==> src/rtl/security_hazard_monitor.sv <==
// security_hazard_monitor
//   Counts rising edges of per-channel threat inputs over fixed observation
//   windows and classifies each window into a 2-bit security level. Levels can
//   drop by at most one step per window (DECAY_EN=1), and also decay by one
//   step per quiet window while idle.
// Ports:
//   clk        in   single clock, rising edge
//   rst_n      in   asynchronous active-low reset
//   threat     in   [NUM_CH]   per-channel threat indication
//   clear      in   synchronous clear of all channel state
//   ch_level   out  [2*NUM_CH] registered level, channel i at [2i+1:2i]
//   level_up   out  [NUM_CH]   one-cycle pulse when a channel level rises
//   max_level  out  [2]        registered max of all ch_level fields

// One threat channel: edge detect, IDLE/WINDOW FSM, window timer, event
// counter and level register.
module shm_channel #(
    parameter int WINDOW_CYCLES = 100_000_000,
    parameter int CNT_WIDTH     = 8,
    parameter int THR1          = 3,
    parameter int THR2          = 7,
    parameter int THR3          = 11,
    parameter int DECAY_EN      = 1
) (
    input  logic       clk,
    input  logic       rst_n,
    input  logic       threat,
    input  logic       clear,
    output logic [1:0] level,
    output logic       level_up
);
    localparam int TW = $clog2(WINDOW_CYCLES);
    localparam logic [TW-1:0]        T_LAST = TW'(WINDOW_CYCLES - 1);
    localparam logic [CNT_WIDTH-1:0] C_MAX  = '1;
    localparam logic [CNT_WIDTH-1:0] C_T1   = CNT_WIDTH'(THR1);
    localparam logic [CNT_WIDTH-1:0] C_T2   = CNT_WIDTH'(THR2);
    localparam logic [CNT_WIDTH-1:0] C_T3   = CNT_WIDTH'(THR3);

    typedef enum logic {IDLE = 1'b0, WINDOW = 1'b1} state_t;

    state_t               state, state_nxt;
    logic [TW-1:0]        timer, timer_nxt;
    logic [CNT_WIDTH-1:0] cnt, cnt_nxt, cnt_close;
    logic [1:0]           level_nxt, cls, close_level;
    logic                 up_nxt, prev, rise, at_last;

    assign rise    = threat & ~prev;
    assign at_last = (timer == T_LAST);

    // Count including this cycle's edge, so an edge on the closing cycle
    // still lands in the closing window. Saturates instead of wrapping.
    assign cnt_close = (rise && cnt != C_MAX) ? cnt + CNT_WIDTH'(1) : cnt;

    always_comb begin
        if (cnt_close < C_T1)      cls = 2'd0;
        else if (cnt_close < C_T2) cls = 2'd1;
        else if (cnt_close < C_T3) cls = 2'd2;
        else                       cls = 2'd3;
    end

    // A lower classification only pulls the level down one step when decay
    // is enabled; cls < level implies level >= 1, so no underflow.
    assign close_level = (cls >= level) ? cls :
                         ((DECAY_EN != 0) ? level - 2'd1 : cls);

    // State register
    always_ff @(posedge clk or negedge rst_n) begin
        if (!rst_n) begin
            state    <= IDLE;
            timer    <= '0;
            cnt      <= '0;
            level    <= 2'd0;
            level_up <= 1'b0;
            prev     <= 1'b0;
        end else begin
            state    <= state_nxt;
            timer    <= timer_nxt;
            cnt      <= cnt_nxt;
            level    <= level_nxt;
            level_up <= up_nxt;
            prev     <= threat;   // history keeps tracking even under clear
        end
    end

    // Next state
    always_comb begin
        state_nxt = state;
        if (clear)                         state_nxt = IDLE;
        else if (state == IDLE && rise)    state_nxt = WINDOW;
        else if (state == WINDOW && at_last) state_nxt = IDLE;
    end

    // Datapath / outputs
    always_comb begin
        timer_nxt = timer;
        cnt_nxt   = cnt;
        level_nxt = level;
        up_nxt    = 1'b0;
        if (clear) begin
            timer_nxt = '0;
            cnt_nxt   = '0;
            level_nxt = 2'd0;
        end else if (state == IDLE) begin
            if (rise) begin
                timer_nxt = '0;
                cnt_nxt   = CNT_WIDTH'(1);
            end else if (DECAY_EN != 0 && level != 2'd0) begin
                // Quiet-window decay: one step per WINDOW_CYCLES edge-free cycles
                if (at_last) begin
                    timer_nxt = '0;
                    level_nxt = level - 2'd1;
                end else begin
                    timer_nxt = timer + TW'(1);
                end
            end else begin
                timer_nxt = '0;
            end
        end else begin
            if (at_last) begin
                timer_nxt = '0;
                cnt_nxt   = '0;
                level_nxt = close_level;
                up_nxt    = (close_level > level);
            end else begin
                timer_nxt = timer + TW'(1);
                cnt_nxt   = cnt_close;
            end
        end
    end
endmodule

module security_hazard_monitor #(
    parameter int NUM_CH        = 4,
    parameter int WINDOW_CYCLES = 100_000_000,
    parameter int CNT_WIDTH     = 8,
    parameter int THR1          = 3,
    parameter int THR2          = 7,
    parameter int THR3          = 11,
    parameter int DECAY_EN      = 1
) (
    input  logic                clk,
    input  logic                rst_n,
    input  logic [NUM_CH-1:0]   threat,
    input  logic                clear,
    output logic [2*NUM_CH-1:0] ch_level,
    output logic [NUM_CH-1:0]   level_up,
    output logic [1:0]          max_level
);
    logic [1:0] lvl_max;

    for (genvar i = 0; i < NUM_CH; i++) begin : g_ch
        shm_channel #(
            .WINDOW_CYCLES(WINDOW_CYCLES),
            .CNT_WIDTH    (CNT_WIDTH),
            .THR1         (THR1),
            .THR2         (THR2),
            .THR3         (THR3),
            .DECAY_EN     (DECAY_EN)
        ) u_ch (
            .clk     (clk),
            .rst_n   (rst_n),
            .threat  (threat[i]),
            .clear   (clear),
            .level   (ch_level[2*i +: 2]),
            .level_up(level_up[i])
        );
    end

    always_comb begin
        lvl_max = 2'd0;
        for (int i = 0; i < NUM_CH; i++)
            if (ch_level[2*i +: 2] > lvl_max) lvl_max = ch_level[2*i +: 2];
    end

    // Registered from the already-registered levels: follows one cycle later.
    always_ff @(posedge clk or negedge rst_n) begin
        if (!rst_n)     max_level <= 2'd0;
        else if (clear) max_level <= 2'd0;
        else            max_level <= lvl_max;
    end
endmodule

==> config.mk <==
export PLATFORM = sky130hd
export DESIGN_NAME = security_hazard_monitor
export DESIGN_NICKNAME = d
export VERILOG_FILES = /design/src/rtl/security_hazard_monitor.sv
export SDC_FILE = /design/constraint.sdc
export NUM_CORES = 1
export LEC_CHECK = 0
export CAP_MARGIN = 20
export CORE_AREA = 10 10 172 215
export CTS_BUF_LIST = sky130_fd_sc_hd__clkbuf_8 sky130_fd_sc_hd__clkbuf_16
export DETAILED_ROUTE_END_ITERATION = 12
export DIE_AREA = 0 0 182 225
export PLACE_DENSITY = 0.46
export SLEW_MARGIN = 20
export SYNTH_ARGS = -nofsm -noshare
export SYNTH_HDL_FRONTEND = slang
export SYNTH_SLANG_ARGS = --single-unit
==> constraint.sdc <==
create_clock -name clk -period 7.96 [get_ports clk]
set_input_delay 1.194 -clock clk [delete_from_list [all_inputs] [get_ports clk]]
set_output_delay 1.194 -clock clk [all_outputs]
set_load 0.005 [all_outputs]
==> results of run 1 <==
power by group through the flow:
| stage | Combinational, W | Clock (W) | Sequential (W) |
|---|---|---|---|
| 2_1_floorplan | 0.0000488 | 0 | 0.000848 |
| 3_5_place_dp | 0.0000814 | 0 | 0.000853 |
| 4_1_cts | 0.0000815 | 0.000903 | 0.000837 |
| 3_3_place_gp | 0.0000813 | 0 | 0.000853 |
| 5_1_grt | 0.0000909 | 0.000941 | 0.000838 |
| 6_report | 0.0000784 | 0.000873 | 0.000837 |
routing by layer:
metal  global-route usage [%]  vias up  part of all wire, %
met5                        0        -                    0
met4                     3.94        0                  1.4
li1                         -     3860                    -
met2                     18.0       95                   48
met1                     14.8     3729                   48
met3                     2.25       18                  2.6
how the worst min path moves through the flow:
| stage | startpoint | to | slack (ns) | cells after the start |
|---|---|---|---|---|
| after floorplan | g_ch[1].u_ch.timer[0] | g_ch[1].u_ch.timer[0] | 0.42 | 1 |
| after global placement | g_ch[1].u_ch.timer[0] | g_ch[1].u_ch.timer[0] | 0.44 | 1 |
| after detailed placement | g_ch[1].u_ch.timer[0] | g_ch[1].u_ch.timer[0] | 0.45 | 1 |
| after CTS | g_ch[1].u_ch.timer[0] | g_ch[1].u_ch.timer[0] | 0.46 | 1 |
| after global routing | g_ch[2].u_ch.timer[0] | g_ch[2].u_ch.timer[0] | 0.48 | 1 |
| final | g_ch[1].u_ch.timer[0] | g_ch[1].u_ch.timer[0] | 0.45 | 1 |
worst register-to-register path, stage by stage, from the launching register on:
cell and delay, ns:
sky130_fd_sc_hd__dfrtp_1 0.47, sky130_fd_sc_hd__ha_1 0.40, sky130_fd_sc_hd__and4_1 0.37, sky130_fd_sc_hd__a41oi_1 0.31, sky130_fd_sc_hd__a211o_1 0.31, sky130_fd_sc_hd__and3_1 0.21, sky130_fd_sc_hd__ha_1 0.28, sky130_fd_sc_hd__nand2b_1 0.14
sky130_fd_sc_hd__a21oi_1 0.32, sky130_fd_sc_hd__mux2_2 0.38, sky130_fd_sc_hd__ha_1 0.26, sky130_fd_sc_hd__a2111oi_0 0.38
stage by stage:
stage / hold slack [ns] / setup WS (ns) / utilization (%) / std cells
final: 0.453 / 3.40 / 33.0 / 1526
after global routing: 0.476 / 2.98 / 33.0 / 1526
after CTS: 0.461 / 3.41 / 33.0 / 1526
after detailed placement: 0.452 / 2.98 / 31.1 / 1494
after global placement: 0.436 / 3.09 / 31.1 / 1494
after floorplan: 0.424 / 4.05 / - / 1096
kinds of logic (layout without fill, tap and decap cells):
group,count (synthesis),count (layout),synth area share (%)
multiplexers,18,18,1.92
XOR/XNOR,95,95,8.58
AO/OA/AOI/OAI,188,188,12.6
adder cells (fa/ha/maj),37,37,4.77
AND/OR/NAND/NOR,509,509,26.7
flip-flops,162,162,41.8
buffers and inverters,87,94,3.73
Yosys cell counts, types with 18 or more instances:
| master | instances |
|---|---|
| sky130_fd_sc_hd__and3_1 | 29 |
| sky130_fd_sc_hd__nand2b_1 | 18 |
| sky130_fd_sc_hd__nor2_1 | 163 |
| sky130_fd_sc_hd__clkbuf_1 | 26 |
| sky130_fd_sc_hd__nand2_1 | 89 |
| sky130_fd_sc_hd__or3_1 | 24 |
| sky130_fd_sc_hd__nand3_1 | 50 |
| sky130_fd_sc_hd__dfrtp_1 | 162 |
| sky130_fd_sc_hd__o21ai_0 | 40 |
| sky130_fd_sc_hd__ha_1 | 37 |
| sky130_fd_sc_hd__nor3_1 | 36 |
| sky130_fd_sc_hd__inv_1 | 39 |
| sky130_fd_sc_hd__xnor2_1 | 37 |
| sky130_fd_sc_hd__a21oi_1 | 60 |
| sky130_fd_sc_hd__nand4_1 | 28 |
| sky130_fd_sc_hd__xor2_1 | 58 |
flip-flops by register name (all words and copies together), names as in the netlist:
signal and cells:
max_level 2, g_ch.u_ch.cnt 32, g_ch.u_ch.state 4, g_ch.u_ch.level_up 4
g_ch.u_ch.prev 4, g_ch.u_ch.level 8, g_ch.u_ch.timer 108
final cells by class:
class / count / area [sq um]
fillers: 3413 / 22100
multi-input cells: 847 / 5300
flip-flops and latches: 162 / 4050
well taps: 423 / 529
clock buffers: 20 / 467
repair buffers: 23 / 224
clock inverters: 12 / 155
inverters: 39 / 146
==> results.txt, run 1 <==
----------------------------------------------------
[Run status]
  Status ... finished, final reports clean

[Power]
  Internal power ... 0.00137 W
  Part of the total power dissipated in combinational logic ... 4.4%
  PD cells ... 165 nW/um^2
  Part of the power in the clock network ... 48.8%
  Switching part of the total ... 23.4%
  Psw ... 0.000418 W
  Leak Pwr ... 4.37 nW
  Power, Total ... 0.00179 W
  Peak supply drop ... 0.0954 mV
  Part of the total power dissipated in sequential elements ... 46.8%

[Logic synthesis]
  Proportion of netlist area held by the largest area contributor ... 41.8%
  Cell variety after synth ... 73
  Area of the mapped netlist ... 9700 sq um
  Main synth FF type ... sky130_fd_sc_hd__dfrtp_1
  Number of warnings issued by yosys ... 0
  Average size of a mapped cell ... 8.85 sq um
  Nets in the synthesized netlist ... 1140
  Number of enable flip-flop cells after synthesis ... 0
  Gate count of the mapped netlist ... 1096
  Library cell with the largest summed area after synthesis ... sky130_fd_sc_hd__dfrtp_1
  Most area-consuming cells after synthesis ... sky130_fd_sc_hd__dfrtp_1 42%, sky130_fd_sc_hd__nor2_1 6.3%, sky130_fd_sc_hd__xor2_1 5.2%
  Number of synthesized register bits ... 162
  Post-synthesis async set-or-reset flop share ... 100%
  Fraction of the yosys area taken by sequential cells ... 41.8%

[Clock network]
  Clock-pin slew of the registers on the worst-case setup and hold paths ... 0.06 ns
  Setup bufs post-CTS ... 0
  Number of H-tree branching levels ... 4
  Master cell of the clock root buffer ... sky130_fd_sc_hd__clkbuf_16
  # hold bufs at CTS ... 0
  Number of buffers created by CTS ... 17
  Clock net sink count ... 162
  Max clock buf depth ... 2
  CTS tree ... built
  Post-cts repair resize count ... 0
  Insertion delay to the later sink of the worst-skew pair ... 0.43 ns

[Timing]
  Hold Violations, Final ... 0
  Fmax ... 0.219 GHz
  Final setup violating endpoints ... 0
  Aggregate negative setup slack ... 0 ns
  Normalized max-slew margin ... 36.0%
  Fraction of the cycle the final worst path needs ... 57.3%
  Slew at the pin closest to its max-slew limit ... 0.960 ns
  Setup clock skew after layout ... 0.0149 ns
  Number of pins exceeding their max-slew limit in the final report ... 0
  Tmin final ... 4.56 ns
  Unrepaired setup endpoints after global routing ... no

[Floorplanning]
  Core area ... 32900 sq um
  # rows ... 75
  Starting utilization of the core area ... 29.5%
  Height of the die ... 225 um
  Number of top-level design ports ... 21
  Die Area ... 41000 sq um
  DIE WIDTH ... 182 um

[Worst setup path]
  Required time of the critical path ... 8.30 ns
  Buffering stage count on the worst path with inverters included ... 2
  Category of the critical setup timing path ... input pin to register
  Critical path's top delay family ... compound AO/OA/AOI/OAI gates
  Arr. time, crit path ... 4.90 ns
  Crit path cell chain ... clkdlybuf4s50_1 > nor2b_1 > o211ai_1 > a221o_1 > a21o_1 > inv_1 > ha_1 > nand2b_1 > a21oi_1 > nor3_1 > a21oi_1 > ha_1 > nand2_1 > nand2_1 > nor3_1
  Maximum fanout encountered on the critical timing path ... 12
  CP startpoint ... threat[0]
  Startpoint types ... input pin
  Max stage delay on crit path ... 0.65 ns
  Logic depth of the worst setup path including buffers ... 15
  Crit path capture type ... register
  Length in cells of the worst reg-to-reg path ... 11
  Worst R2R Start ... g_ch[1].u_ch.cnt[0]
  R2r setup slk ... 3.98 ns
  Cell type of the slowest stage on the worst timing path ... sky130_fd_sc_hd__nor2b_1
  Reg2Reg Capture Point ... g_ch[1].u_ch.level_up
  End point of the critical path ... g_ch[0].u_ch.level_up

[Flow run]
  Max-cap violations ... 0

[Global routing]
  Total GRT Usage ... 11.3%
  Initial antenna violation count ... 0
  Gr ovfl total ... 0
  Via count of the first global-routing pass ... 7583
  Pin count of the biggest net entering global routing ... 64
  First-pass GRT wire length ... 38.9 mm

[Finish]
  Commonest non-fill, non-tap cells in the layout ... 163 x sky130_fd_sc_hd__nor2_1, 162 x sky130_fd_sc_hd__dfrtp_1, 89 x sky130_fd_sc_hd__nand2_1
  Final non-filler cell area ... 10900 sq um
  Nets ... 1134
  Ant. Diodes ... 0
  Layout cell share with drive strength beyond 1 ... 4.99%
  Synthesis-to-finish area growth ... 12.0%
  Most frequent standard cell in the layout excluding fill and tap cells ... sky130_fd_sc_hd__nor2_1

[Route]
  Vias after detailed routing ... 7702
  Detailed Route Iter0 Violations ... 516
  Detail Route Antenna Nets ... 0
  Vias per inst ... 5.05
  Detailed-router iteration count before antenna repair ... 5
  Avg WL per Cell ... 14.7 um
  Routed Wire Length ... 22.4 mm
  Drc violations ... 0

[Place]
  DPL Wire Length ... 15.3 mm
  GPL Wtd Cong ... 0.815
  Cell Area, Placed ... 10200 sq um
  IO Port Bufs ... 20

[Min path]
  Path class of the lowest-slack min-delay path ... register to register

----------------------------------------------------
Note: power is estimated with default switching activity, not from simulation.
==> inputs of run 2 (changes only) <==
Settings changed: PLACE_DENSITY 0.46 to 0.48.
Clock period 7.96 ns to 3.7 ns, I/O delays scaled along.
==> run 2 against run 1 <==
Compared with the run above:
- global-route usage fell by 0.15 points
- cell area grew 3.1%
- via count is 1.8% higher
- utilization up 1.0 points
- die area is the same
- count of clock-buffer cells in the layout is 1 lower
- critical path depth rose by 1
- combinational power grew to 2.5 times the previous value
- hold slack lost 0.23 ns
- sequential power up 120%
- largest power group is now sequential cells
==> results.txt, run 2 (synthesis results as in run 1) <==
----------------------------------------------------
[Floorplanning]
  Number of top-level design ports ... 21
  Core area ... 32900 sq um
  # rows ... 75
  DIE WIDTH ... 182 um
  Height of the die ... 225 um
  Starting utilization of the core area ... 29.5%
  Die Area ... 41000 sq um

[Route]
  Routed Wire Length ... 22.5 mm
  Detailed Route Iter0 Violations ... 414
  Detail Route Antenna Nets ... 0
  Avg WL per Cell ... 14.3 um
  Vias per inst ... 4.97
  Detailed-router iteration count before antenna repair ... 4
  Vias after detailed routing ... 7839
  Drc violations ... 0

[Clock network]
  Clock-pin slew of the registers on the worst-case setup and hold paths ... 0.07 ns
  Number of buffers created by CTS ... 17
  Number of H-tree branching levels ... 4
  Master cell of the clock root buffer ... sky130_fd_sc_hd__clkbuf_16
  CTS tree ... built
  Clock net sink count ... 162
  Max clock buf depth ... 2
  Insertion delay to the later sink of the worst-skew pair ... 0.43 ns
  # hold bufs at CTS ... 0

[Global routing]
  Routing usage on met1 ... 14.0%
  Via count of the first global-routing pass ... 7649
  Gr ovfl total ... 0
  Initial antenna violation count ... 0
  GR Layer Usage met3 ... 1.88%
  GR Layer Usage met2 ... 18.6%
  First-pass GRT wire length ... 38.3 mm
  Pin count of the biggest net entering global routing ... 92
  Total GRT Usage ... 11.1%
  GR peak layer ... met2

[Place]
  Setup Slack @ Placement ... -0.153 ns
  DPL Wire Length ... 15.4 mm
  GPL Wtd Cong ... 0.835
  IO Port Bufs ... 20

[Worst setup path]
  Max stage delay on crit path ... 0.40 ns
  Startpoint types ... register
  Category of the critical setup timing path ... register to register
  Crit path cell chain ... inv_1 > ha_1 > nand2b_1 > ha_1 > nor2_1 > o22ai_1 > mux2i_1 > ha_1 > inv_1 > o22ai_1 > mux2_2 > ha_1 > inv_1 > o22ai_1 > mux2i_2 > nor2_1
  Required time of the critical path ... 4.02 ns
  R2r setup slk ... 0.21 ns
  Maximum fanout encountered on the critical timing path ... 4
  Buffering stage count on the worst path with inverters included ... 3
  Most used cell, CP ... sky130_fd_sc_hd__ha_1
  Critical path's top delay family ... multiplexers
  Cell type of the slowest stage on the worst timing path ... sky130_fd_sc_hd__dfrtp_1
  Crit path capture type ... register
  Arr. time, crit path ... 3.81 ns

[Power]
  Peak supply drop ... 0.248 mV
  PD cells ... 329 nW/um^2
  Power, Total ... 0.00368 W
  Leak Pwr ... 4.58 nW

[Finish]
  Ant. Diodes ... 0
  Fill cell total of the finished layout ... 3334
  Registers with the most flip-flops ... g_ch.u_ch.timer x108, g_ch.u_ch.cnt x32, g_ch.u_ch.level x8
  Synthesis-to-finish area growth ... 15.5%
  Nets ... 1184
  Layout cell share with drive strength beyond 1 ... 9.54%
  Largest register FFs ... 108
  Commonest non-fill, non-tap cells in the layout ... 162 x sky130_fd_sc_hd__nor2_1, 162 x sky130_fd_sc_hd__dfrtp_1, 89 x sky130_fd_sc_hd__nand2_1
  Most flops, register ... g_ch.u_ch.timer

[Timing]
  Final setup violating endpoints ... 0
  Setup ws final ... 0.208 ns
  Fraction of the cycle the final worst path needs ... 94.4%
  Number of pins exceeding their max-slew limit in the final report ... 0
  Tmin final ... 3.49 ns
  Hold Violations, Final ... 0
  Setup clock skew after layout ... 0.0115 ns
  Normalized max-slew margin ... 30.0%
  Fmax ... 0.286 GHz
  Slew at the pin closest to its max-slew limit ... 1.04 ns

[Flow run]
  Max-cap violations ... 0

[Run status]
  Status ... finished, final reports clean

[Min path]
  Path class of the lowest-slack min-delay path ... input pin to asynchronous set/reset pin

----------------------------------------------------
==> run 2: cell types whose count changed in the layout (fill, tap and decap cells not counted), moves of 2 or more <==
cell | previous run | this run
sky130_fd_sc_hd__buf_4 | 3 | 52
sky130_fd_sc_hd__inv_6 | 2 | 7
sky130_fd_sc_hd__bufinv_16 | 3 | 0
sky130_fd_sc_hd__clkinv_4 | 4 | 1
sky130_fd_sc_hd__a21oi_1 | 60 | 58
sky130_fd_sc_hd__a21oi_2 | 0 | 2
sky130_fd_sc_hd__clkinvlp_4 | 0 | 2
==> run 2: cell type report <==
type	instances	area, sq um	share of cell area, %
well taps	423	529	4.72
inverters	39	146	1.31
clock inverters	13	98.8	0.882
flip-flops and latches	162	4050	36.2
repair buffers	73	612	5.46
multi-input cells	847	5310	47.4
clock buffers	19	453	4.04
==> run 2: worst paths after layout <==
kind                                       start                      to  cells after the start
max                        g_ch[0].u_ch.level[1]            max_level[0]                     16
min                                        rst_n  g_ch[2].u_ch.timer[22]                      1
max reg2reg                g_ch[0].u_ch.level[1]            max_level[0]                     16
min reg2reg                g_ch[1].u_ch.timer[0]   g_ch[1].u_ch.timer[0]                      1
max in group asynchronous                  rst_n  g_ch[1].u_ch.timer[11]                      2
min in group clk           g_ch[1].u_ch.timer[0]   g_ch[1].u_ch.timer[0]                      1
==> run 2: through the flow <==
step | hold WS [ns] | cells | util (%) | setup TNS [ns] | cell area, sq um
floorplan | 0.259 | 1096 | - | 0 | 9700
finish | 0.222 | 1576 | 34.0 | 0 | 11200
CTS | 0.259 | 1574 | 33.9 | 0 | 11200
global route | 0.298 | 1576 | 34.0 | -0.0250 | 11200
detailed placement | 0.445 | 1542 | 32.2 | -0.303 | 10600
global placement | 0.439 | 1542 | 32.2 | -0.151 | 10600
==> run 2: worst register-to-register path: stages, from the launching register on <==
cell and delay (ns):
sky130_fd_sc_hd__dfrtp_1 0.40, sky130_fd_sc_hd__inv_1 0.11, sky130_fd_sc_hd__ha_1 0.20, sky130_fd_sc_hd__nand2b_1 0.21
sky130_fd_sc_hd__ha_1 0.32, sky130_fd_sc_hd__nor2_1 0.05, sky130_fd_sc_hd__o22ai_1 0.13, sky130_fd_sc_hd__mux2i_1 0.29
sky130_fd_sc_hd__ha_1 0.16, sky130_fd_sc_hd__inv_1 0.03, sky130_fd_sc_hd__o22ai_1 0.16, sky130_fd_sc_hd__mux2_2 0.39
sky130_fd_sc_hd__ha_1 0.28, sky130_fd_sc_hd__inv_1 0.04, sky130_fd_sc_hd__o22ai_1 0.25, sky130_fd_sc_hd__mux2i_2 0.31
sky130_fd_sc_hd__nor2_1 0.06
==> run 2: timing repair <==
item	4_1_cts	5_1_grt
buffers inserted	0	2
endpoints found under the setup margin	0	4
resized for setup	0	6
==> run 2: report_power, final <==
group / switching [W] / total, W / internal, W
combinational: 0.000130 / 0.000196 / 0.0000658
sequential: 0.0000145 / 0.00180 / 0.00178
clock: 0.000785 / 0.00169 / 0.000906
==> run 2: routing by layer <==
metal | vias to the layer above | routed length [um]
met2 | 85 | 10800
met1 | 3761 | 10700
li1 | 3967 | -
met5 | - | 0
met4 | 0 | 408
met3 | 26 | 516
==> inputs of run 3 (changes only) <==
Settings changed: SLEW_MARGIN 20 to 0.
==> results of run 3 <==
Same layout as run 2: the final DEF is identical, and so are final timing and power.
